## config.mk

```make
export PLATFORM = sky130hd
export DESIGN_NAME = tdm_demux4
export DESIGN_NICKNAME = d
export VERILOG_FILES = /design/src/rtl/tdm_demux4.sv
export SDC_FILE = /design/constraint.sdc
export NUM_CORES = 1
export LEC_CHECK = 0
export ABC_CLOCK_PERIOD_IN_PS = 1700
export CORE_ASPECT_RATIO = 1.25
export CORE_MARGIN = 3
export CORE_UTILIZATION = 49
export DETAILED_ROUTE_END_ITERATION = 10
export GPL_ROUTABILITY_DRIVEN = 0
export HOLD_SLACK_MARGIN = 0.1
export PLACE_DENSITY = 0.8
export SYNTH_ARGS = -nofsm -noshare
export SYNTH_HDL_FRONTEND = slang
export SYNTH_SLANG_ARGS = --single-unit
```

## constraint.sdc

```tcl
create_clock -name clk -period 1.7 [get_ports clk]
set_input_delay 0.255 -clock clk [delete_from_list [all_inputs] [get_ports clk]]
set_output_delay 0.255 -clock clk [all_outputs]
set_load 0.005 [all_outputs]
```

## src/rtl/tdm_demux4.sv

```systemverilog
// Receive side of a 4-slot TDM link: tracks slot alignment from sync, rebuilds
// the four channel words and publishes each complete frame atomically.
module tdm_demux4 #(
  parameter int WIDTH = 4,
  parameter int CNT_W = 8
) (
  input  logic             clk,
  input  logic             reset,
  input  logic [WIDTH-1:0] din,
  input  logic             in_valid,
  input  logic             sync,
  output logic [WIDTH-1:0] y0,
  output logic [WIDTH-1:0] y1,
  output logic [WIDTH-1:0] y2,
  output logic [WIDTH-1:0] y3,
  output logic             frame_valid,
  output logic             locked,
  output logic [1:0]       slot,
  output logic             sync_err,
  output logic [CNT_W-1:0] frame_cnt
);

  typedef enum logic [0:0] {
    HUNT   = 1'b0,
    LOCKED = 1'b1
  } state_t;

  state_t             state_r, state_s;
  logic [1:0]         slot_r, slot_s;
  logic [WIDTH-1:0]   sh0_r, sh1_r, sh2_r;
  logic [WIDTH-1:0]   sh0_s, sh1_s, sh2_s;
  logic [WIDTH-1:0]   y0_r, y1_r, y2_r, y3_r;
  logic [WIDTH-1:0]   y0_s, y1_s, y2_s, y3_s;
  logic               fv_r, fv_s;
  logic               err_r, err_s;
  logic [CNT_W-1:0]   cnt_r, cnt_s;
  logic               frame_done_s;
  logic               sync_viol_s;

  // Slot 3 carries the last channel word straight from din; the other three come from shadows.
  assign frame_done_s = in_valid && (state_r == LOCKED) && !sync && (slot_r == 2'd3);
  assign sync_viol_s  = in_valid && (state_r == LOCKED) &&
                        ((!sync && (slot_r == 2'd0)) || (sync && (slot_r != 2'd0)));

  // State, shadow and output registers
  always_ff @(posedge clk) begin
    if (reset) begin
      state_r <= HUNT;
      slot_r  <= 2'd0;
      sh0_r   <= {WIDTH{1'b0}};
      sh1_r   <= {WIDTH{1'b0}};
      sh2_r   <= {WIDTH{1'b0}};
      y0_r    <= {WIDTH{1'b0}};
      y1_r    <= {WIDTH{1'b0}};
      y2_r    <= {WIDTH{1'b0}};
      y3_r    <= {WIDTH{1'b0}};
      fv_r    <= 1'b0;
      err_r   <= 1'b0;
      cnt_r   <= {CNT_W{1'b0}};
    end else begin
      state_r <= state_s;
      slot_r  <= slot_s;
      sh0_r   <= sh0_s;
      sh1_r   <= sh1_s;
      sh2_r   <= sh2_s;
      y0_r    <= y0_s;
      y1_r    <= y1_s;
      y2_r    <= y2_s;
      y3_r    <= y3_s;
      fv_r    <= fv_s;
      err_r   <= err_s;
      cnt_r   <= cnt_s;
    end
  end

  // Next alignment state, slot pointer and shadow capture
  always_comb begin
    state_s = state_r;
    slot_s  = slot_r;
    sh0_s   = sh0_r;
    sh1_s   = sh1_r;
    sh2_s   = sh2_r;
    if (in_valid) begin
      case (state_r)
        HUNT: begin
          if (sync) begin
            sh0_s   = din;
            slot_s  = 2'd1;
            state_s = LOCKED;
          end else begin
            slot_s  = 2'd0;
          end
        end
        LOCKED: begin
          if (sync) begin
            // Sync always starts a fresh frame, even when it arrives early.
            sh0_s  = din;
            slot_s = 2'd1;
          end else begin
            case (slot_r)
              2'd0: begin
                slot_s  = 2'd0;
                state_s = HUNT;
              end
              2'd1: begin
                sh1_s  = din;
                slot_s = 2'd2;
              end
              2'd2: begin
                sh2_s  = din;
                slot_s = 2'd3;
              end
              2'd3: begin
                slot_s = 2'd0;
              end
              default: begin
                slot_s  = 2'd0;
                state_s = HUNT;
              end
            endcase
          end
        end
        default: begin
          state_s = HUNT;
          slot_s  = 2'd0;
        end
      endcase
    end else begin
      state_s = state_r;
      slot_s  = slot_r;
    end
  end

  // Frame publication, pulses and frame counter
  always_comb begin
    y0_s  = y0_r;
    y1_s  = y1_r;
    y2_s  = y2_r;
    y3_s  = y3_r;
    fv_s  = 1'b0;
    cnt_s = cnt_r;
    if (frame_done_s) begin
      y0_s  = sh0_r;
      y1_s  = sh1_r;
      y2_s  = sh2_r;
      y3_s  = din;
      fv_s  = 1'b1;
      cnt_s = cnt_r + {{(CNT_W-1){1'b0}}, 1'b1};
    end else begin
      fv_s  = 1'b0;
    end
    if (sync_viol_s) begin
      err_s = 1'b1;
    end else begin
      err_s = 1'b0;
    end
  end

  assign y0          = y0_r;
  assign y1          = y1_r;
  assign y2          = y2_r;
  assign y3          = y3_r;
  assign frame_valid = fv_r;
  assign sync_err    = err_r;
  assign frame_cnt   = cnt_r;
  assign locked      = (state_r == LOCKED);
  assign slot        = slot_r;

endmodule

```

==> results of run 1 <==
==> per-layer routing <==
| metal | vias to the layer above | GRT usage, % |
|---|---|---|
| li1 | 716 | - |
| met1 | 646 | 21.9 |
| met2 | 33 | 32.5 |
| met3 | 10 | 6.02 |
| met4 | 0 | 7.73 |
| met5 | - | 0 |
==> worst reg2reg max path, stage by stage, from the launching register on <==
cell and delay [ns]:
dfxtp_1 0.42, ha_1 0.22, nand4_1 0.16, nor4bb_2 0.32
mux2_2 0.37
==> cells by family (layout without fill, tap and decap cells) <==
group	count (synthesis)	in the layout	synth area share [%]
AOI/OAI and AO/OA	34	34	11.1
xor gates and xnor gates	1	1	0.536
adders and majority gates	6	6	4.59
buffers and inverters	18	60	4.67
DFF	41	41	50.2
muxes	10	10	6.27
and+or+nand+nor	77	77	22.6
==> path summary, 6_finish.rpt <==
kind	cells after the start	endpoint	start	slack (ns)
min	2	y2[1]	sh2_r[1]	0.46
min reg2reg	2	y2[1]	sh2_r[1]	0.46
max	4	frame_cnt[4]	frame_cnt[0]	0.11
max reg2reg	4	frame_cnt[4]	frame_cnt[0]	0.11
==> state kept, by name, indices dropped and copies added (netlist names) <==
name and count:
y1 4, y3 4, frame_valid 1, sh2_r 4, frame_cnt 8, y2 4, sh1_r 4, sh0_r 4
locked 1, slot 2, sync_err 1, y0 4
==> area by class of cell <==
cell class	count	area share, %
Tap cell	36	2.09
Timing Repair Buffer	47	20.5
Multi-Input combinational cell	128	34.9
Clock buffer	7	3.02
Clock inverter	1	0.232
Sequential cell	41	38.3
Inverter	5	0.870
==> through the flow <==
| step | util (%) | setup WS [ns] |
|---|---|---|
| global route | 70.6 | 0.0197 |
| floorplan | - | 0.216 |
| detailed placement | 67.6 | -0.118 |
| global placement | 67.6 | -0.0108 |
| finish | 70.6 | 0.112 |
| CTS | 69.9 | 0.0234 |
==> cells in the final DEF, fill, tap and decap left out, types with 3 or more instances in the layout <==
cell type	n
nand4_1	3
clkdlybuf4s50_1	36
dfxtp_1	38
nor2_1	14
ha_1	5
nand2_1	41
nand3_1	6
mux2i_1	8
clkbuf_4	5
buf_4	11
a21oi_1	28
inv_1	5
==> power groups by stage <==
stage / clock network (mW) / logic [mW] / registers [mW]
floorplan: 0 / 0.0516 / 0.996
global placement: 0 / 0.0875 / 1.00
detailed placement: 0 / 0.0909 / 1.00
CTS: 0.566 / 0.0918 / 0.981
global route: 0.604 / 0.102 / 0.983
finish: 0.549 / 0.0931 / 0.981
==> repair_timing <==
action                     in CTS  in global routing
setup endpoints to repair       1                  4
cloned                          0                  0
resized for setup               1                  6
==> metrics.csv, run 1 <==
stage,metric,value,unit
routing,vias,1405,
floorplan,std_cell_rows,22,
global_routing,grt_first_pass_wirelength,6040,um
synth,yosys-top-cells-area,"dfxtp_1 (50%), nand2_1 (9.4%), a21oi_1 (8.6%)",
floorplan,die_w,57.7,um
timing,slew_violations,0,
global_routing,grt_pass1_vias,1317,
clock_network,cts_setup_buffers,0,
timing,fin_crit_sh,93.4,%
power_and_ir_drop,p_total,1.62,mW
critical_path,cp_data_arrival_time,1.83,ns
global_routing,grt_antenna_before_repair,0,
min_path,min_path_type,flip-flop to flip-flop,
layout,antenna_cells,0,
clock_network,root_buffer,clkbuf_4,
layout,fin_area,2160,um2
synth,seq_area_frac_synth,50.2,%
clock_network,ctsHoldBuffers,0,
placement,dp_cells,257,
synth,synth_nets,201,
critical_path,crit_chain,ha_1 -> nand4_1 -> nor4bb_2 -> mux2_2,
layout,drive_gt1_share,12.2,%
floorplan,die_height,70.6,um
synth,synth_largest_area_cell,dfxtp_1,
power_and_ir_drop,power_switching,0.369,mW
synth,synthTopCellsByCount,"dfxtp_1 (41), nand2_1 (41), a21oi_1 (28)",
clock_network,cts_tree,yes,
clock_network,cts.clk_slew.worst_paths,0.12,ns
global_routing,grt_usage,19.1,%
timing,max_freq,0.630,GHz
synth,synthDistinctLibCells,29,
layout,nFillCells,248,
timing,tns,0,ns
routing,wl_met1,1460,um
timing,finalCriticalPeriod,1.59,ns
synth,synth_top_area_share,50.2,%
clock_network,insertion_delay,0.35,ns
power_and_ir_drop,p_int,1.25,mW
synth,synth-main-ff-cell,dfxtp_1,
critical_path,required,1.94,ns
clock_network,clockBufferDepth,2,
routing,ant_nets,0,
layout,multi_input_area,753,um2
critical_path,end_kind,flip-flop,
critical_path,path_class,flip-flop to flip-flop,
clock_network,cts_inserted_buffers,5,
routing,drt_wl_total,3630,um
timing,relSlewSlack,79.0,%
routing,route.met2.wl,1880,um
timing,whs,0.457,ns
synth,synth_warnings,0,
synth,syn_avg_cell_area,8.75,um2
routing,first_pass_iters,4,
timing,setup_violations,0,
floorplan,floorplan.initialDensity,53.5,%
global_routing,grt-ovfl-total,0,
synth,ys_ff_latch,41,
floorplan,core,3060,um2
layout,final_nets,242,
floorplan,ioPinCount,37,
layout,layout.cells.non_filler,265,
outcome,status,completed,
power_and_ir_drop,clockPowerShare,33.8,%
clock_network,htree_num_levels,2,
timing,clock_skew,0.00588,ns
critical_path,crit_family,simple AND/OR/NAND/NOR gates,
power_and_ir_drop,power_leakage,0.819,nW
critical_path,crit_slowest_cell,dfxtp_1,
placement,place_area,2070,um2
placement,dp_hpwl,2630,um
synth,syn-cell-area,1640,um2
placement,port_buffers,36,
synth,synth-async-reset-ratio,0,%
synth,netlist_instances,187,
layout,regArea,827,um2
critical_path,cp_slowest_stage_delay,0.42,ns
clock_network,cts_sinks,41,
routing,drc,0,
flow_run,cap_viol_max_count,0,
power_and_ir_drop,pwr-share-comb,5.7,%
power_and_ir_drop,p_per_area,752,nW/um2
power_and_ir_drop,switching_share,22.8,%
floorplan,die_area,4070,um2
timing,rsz0062_at_grt,false,
layout,area_delta_synth_final,31.9,%
critical_path,critPathBufInv,0,
global_routing,grt_max_degree,24,
critical_path,start_kind,flip-flop,
routing,viasPerCell,5.30,
routing,top_layer_used,met4,
timing,worst_pin_slew,0.313,ns
power_and_ir_drop,pwr-share-seq,60.4,%
critical_path,cp_max_fo,4,
routing,drt_iter0_drc,34,
routing,wl_met3,184,um
synth,synth-edff-count,0,
routing,wl_per_cell,13.7,um
timing,finalHoldViolCount,0,
power_and_ir_drop,vdd_drop_max,602,uV
Power figures use the tool's default switching activity.
==> run 2: changes to the inputs <==
- SLEW_MARGIN: default -> 10
==> results of run 2 <==
The final DEF is identical to that of run 1; final timing and power are the same.
==> run 3: changes to the inputs <==
- ABC_CLOCK_PERIOD_IN_PS: 1700 -> 1800
- clock period: 1.7 -> 1.8 ns (I/O delays scaled with it)
==> run 3 against run 2 <==
Cell count down 0.75%. Design area decreased by 0.93%. Global-route usage up 0.062 points. Largest cell class unchanged.
==> metrics.csv, run 3 (synthesis gave the netlist of run 1 again) <==
stage,metric,value,unit,change
critical_path,cp_max_fo,5,,+1
timing,rsz0062_at_grt,false,,
timing,worst_pin_slew,0.369,ns,+0.0552 ns
power_and_ir_drop,power_leakage,0.816,nW,-0.35%
floorplan,ioPinCount,37,,unchanged
power_and_ir_drop,p_per_area,762,nW/um2,+1.4%
floorplan,die_w,57.7,um,unchanged
flow_run,cap_viol_max_count,0,,unchanged
timing,final.setup.worst_slack,0.128,ns,+0.0164 ns
clock_network,htree_num_levels,2,,unchanged
layout,layout_common_cells,"nand2_1 (41), dfxtp_1 (40), clkdlybuf4s50_1 (36), a21oi_1 (28), nor2_1 (14)",,
routing,first_pass_iters,5,,+1
timing,slew_violations,0,,unchanged
critical_path,cp_slowest_stage_delay,0.42,ns,about the same
clock_network,cts_sinks,41,,unchanged
placement,place_ws,-0.0992,ns,+0.0188 ns
timing,max_freq,0.598,GHz,-5.0%
floorplan,floorplan.initialDensity,53.5,%,unchanged
clock_network,cts_setup_buffers,0,,unchanged
routing,vias,1414,,+0.64%
timing,fin_crit_sh,92.9,%,-0.55 points
power_and_ir_drop,p_total,1.63,mW,+0.41%
power_and_ir_drop,power_switching,0.341,mW,-7.8%
routing,ant_nets,0,,unchanged
routing,viasPerCell,5.38,,+1.4%
global_routing,grt_antenna_before_repair,0,,unchanged
power_and_ir_drop,switching_share,20.9,%,-1.9 points
clock_network,clockBufferDepth,2,,unchanged
layout,antenna_cells,0,,unchanged
critical_path,crit_chain,ha_1 -> nand4_1 -> nor4b_1 -> mux2_2,,
global_routing,grt-ovfl-total,0,,unchanged
critical_path,path_class,flip-flop to flip-flop,,
floorplan,core,3060,um2,unchanged
routing,drt_iter0_drc,76,,+120%
min_path,min_delay_path_depth,2,,unchanged
timing,clock_skew,0.0107,ns,+0.00478 ns
power_and_ir_drop,p_int,1.29,mW,+2.8%
power_and_ir_drop,clockPowerShare,37.8,%,+4.0 points
clock_network,cts_tree,yes,,
routing,wl_per_cell,13.6,um,-0.88%
timing,tns,0,ns,unchanged
timing,finalHoldViolCount,0,,unchanged
floorplan,std_cell_rows,22,,unchanged
routing,drt_wl_total,3570,um,-1.6%
power_and_ir_drop,pwr-share-comb,5.4,%,-0.3 points
critical_path,end_kind,flip-flop,,
clock_network,cts.clk_slew.worst_paths,0.12,ns,about the same
layout,drive_gt1_share,8.81,%,-3.4 points
critical_path,required,2.03,ns,+0.09 ns
floorplan,die_height,70.6,um,unchanged
critical_path,reg2reg_depth,4,,unchanged
layout,area_delta_synth_final,30.7,%,
outcome,status,completed,,
global_routing,grt_usage,19.2,%,+0.062 points
routing,drc,0,,unchanged
global_routing,grt_first_pass_wirelength,6130,um,+1.4%
power_and_ir_drop,vdd_drop_max,486,uV,-19%
layout,final_common_cell,nand2_1,,
floorplan,die_area,4070,um2,unchanged
placement,dp_hpwl,2640,um,+0.43%
timing,finalCriticalPeriod,1.67,ns,+0.0836 ns
global_routing,grt_max_degree,24,,unchanged
global_routing,grt_pass1_vias,1366,,+3.7%
clock_network,ctsHoldBuffers,0,,unchanged
critical_path,crit_slowest_cell,dfxtp_1,,
min_path,min_path_type,flip-flop to flip-flop,,
power_and_ir_drop,pwr-share-seq,56.8,%,-3.6 points
placement,port_buffers,36,,unchanged
layout,final_nets,240,,-0.83%
timing,setup_violations,0,,unchanged
critical_path,cp_data_arrival_time,1.91,ns,+0.08 ns
critical_path,start_kind,flip-flop,,
clock_network,cts_inserted_buffers,5,,unchanged
clock_network,root_buffer,clkbuf_4,,
timing,relSlewSlack,75.1,%,-3.9 points
clock_network,insertion_delay,0.34,ns,about the same
layout,largest_register_ffs,8,,unchanged
-- run 3: per-layer routing --
layer	global-route usage, %	vias up	part of all wire [%]
li1	-	710	-
met1	21.0	664	41
met2	34.8	33	53
met3	3.83	7	4.3
met4	8.51	0	1.8
met5	0	-	0
-- run 3: worst max-delay path, delay by kind of cell, from the launching register on --
| family | cells | cell delay, ns |
|---|---|---|
| adders and majority gates | 1 | 0.26 |
| and+or+nand+nor | 2 | 0.52 |
| muxes | 1 | 0.38 |
| DFF | 1 | 0.42 |
-- run 3: worst paths after layout --
check / from / to / slack [ns]
worst max register to register: slot[1] / frame_cnt[6] / 0.13
worst max-delay path: slot[1] / frame_cnt[6] / 0.13
worst min-delay path: sh2_r[0] / y2[0] / 0.45
worst min register to register: sh2_r[0] / y2[0] / 0.45
-- run 3: power groups by stage --
stage	combinational (mW)	sequential (mW)	clock (mW)
6_report	0.0872	0.926	0.616
5_1_grt	0.0959	0.928	0.668
4_1_cts	0.0874	0.926	0.628
3_5_place_dp	0.0868	0.946	0
3_3_place_gp	0.0826	0.946	0
2_1_floorplan	0.0487	0.941	0
-- run 3: area by class of cell --
cell class                 count  area, um2
clock buffer                   7       55.1
clock inverter                 1       30.0
fill                         260        918
inverter                       5       18.8
multi-input combinational    128        738
sequential                    41        822
tap                           36       45.0
timing repair buffer          45        428
-- run 3: what timing repair did --
item / in CTS / in global routing
setup endpoints to repair: 1 / 0
hold endpoints to repair: 0 / 0
gates resized for setup: 1 / 0
-- run 3: stage by stage --
stage	utilization (%)	std cells	hold slack, ns	area [um2]
after floorplan	-	187	0.406	1640
after CTS	69.9	263	0.458	2140
final	69.9	263	0.453	2140
after global placement	67.1	255	0.441	2050
after detailed placement	67.1	255	0.448	2050
after global routing	69.9	263	0.476	2140
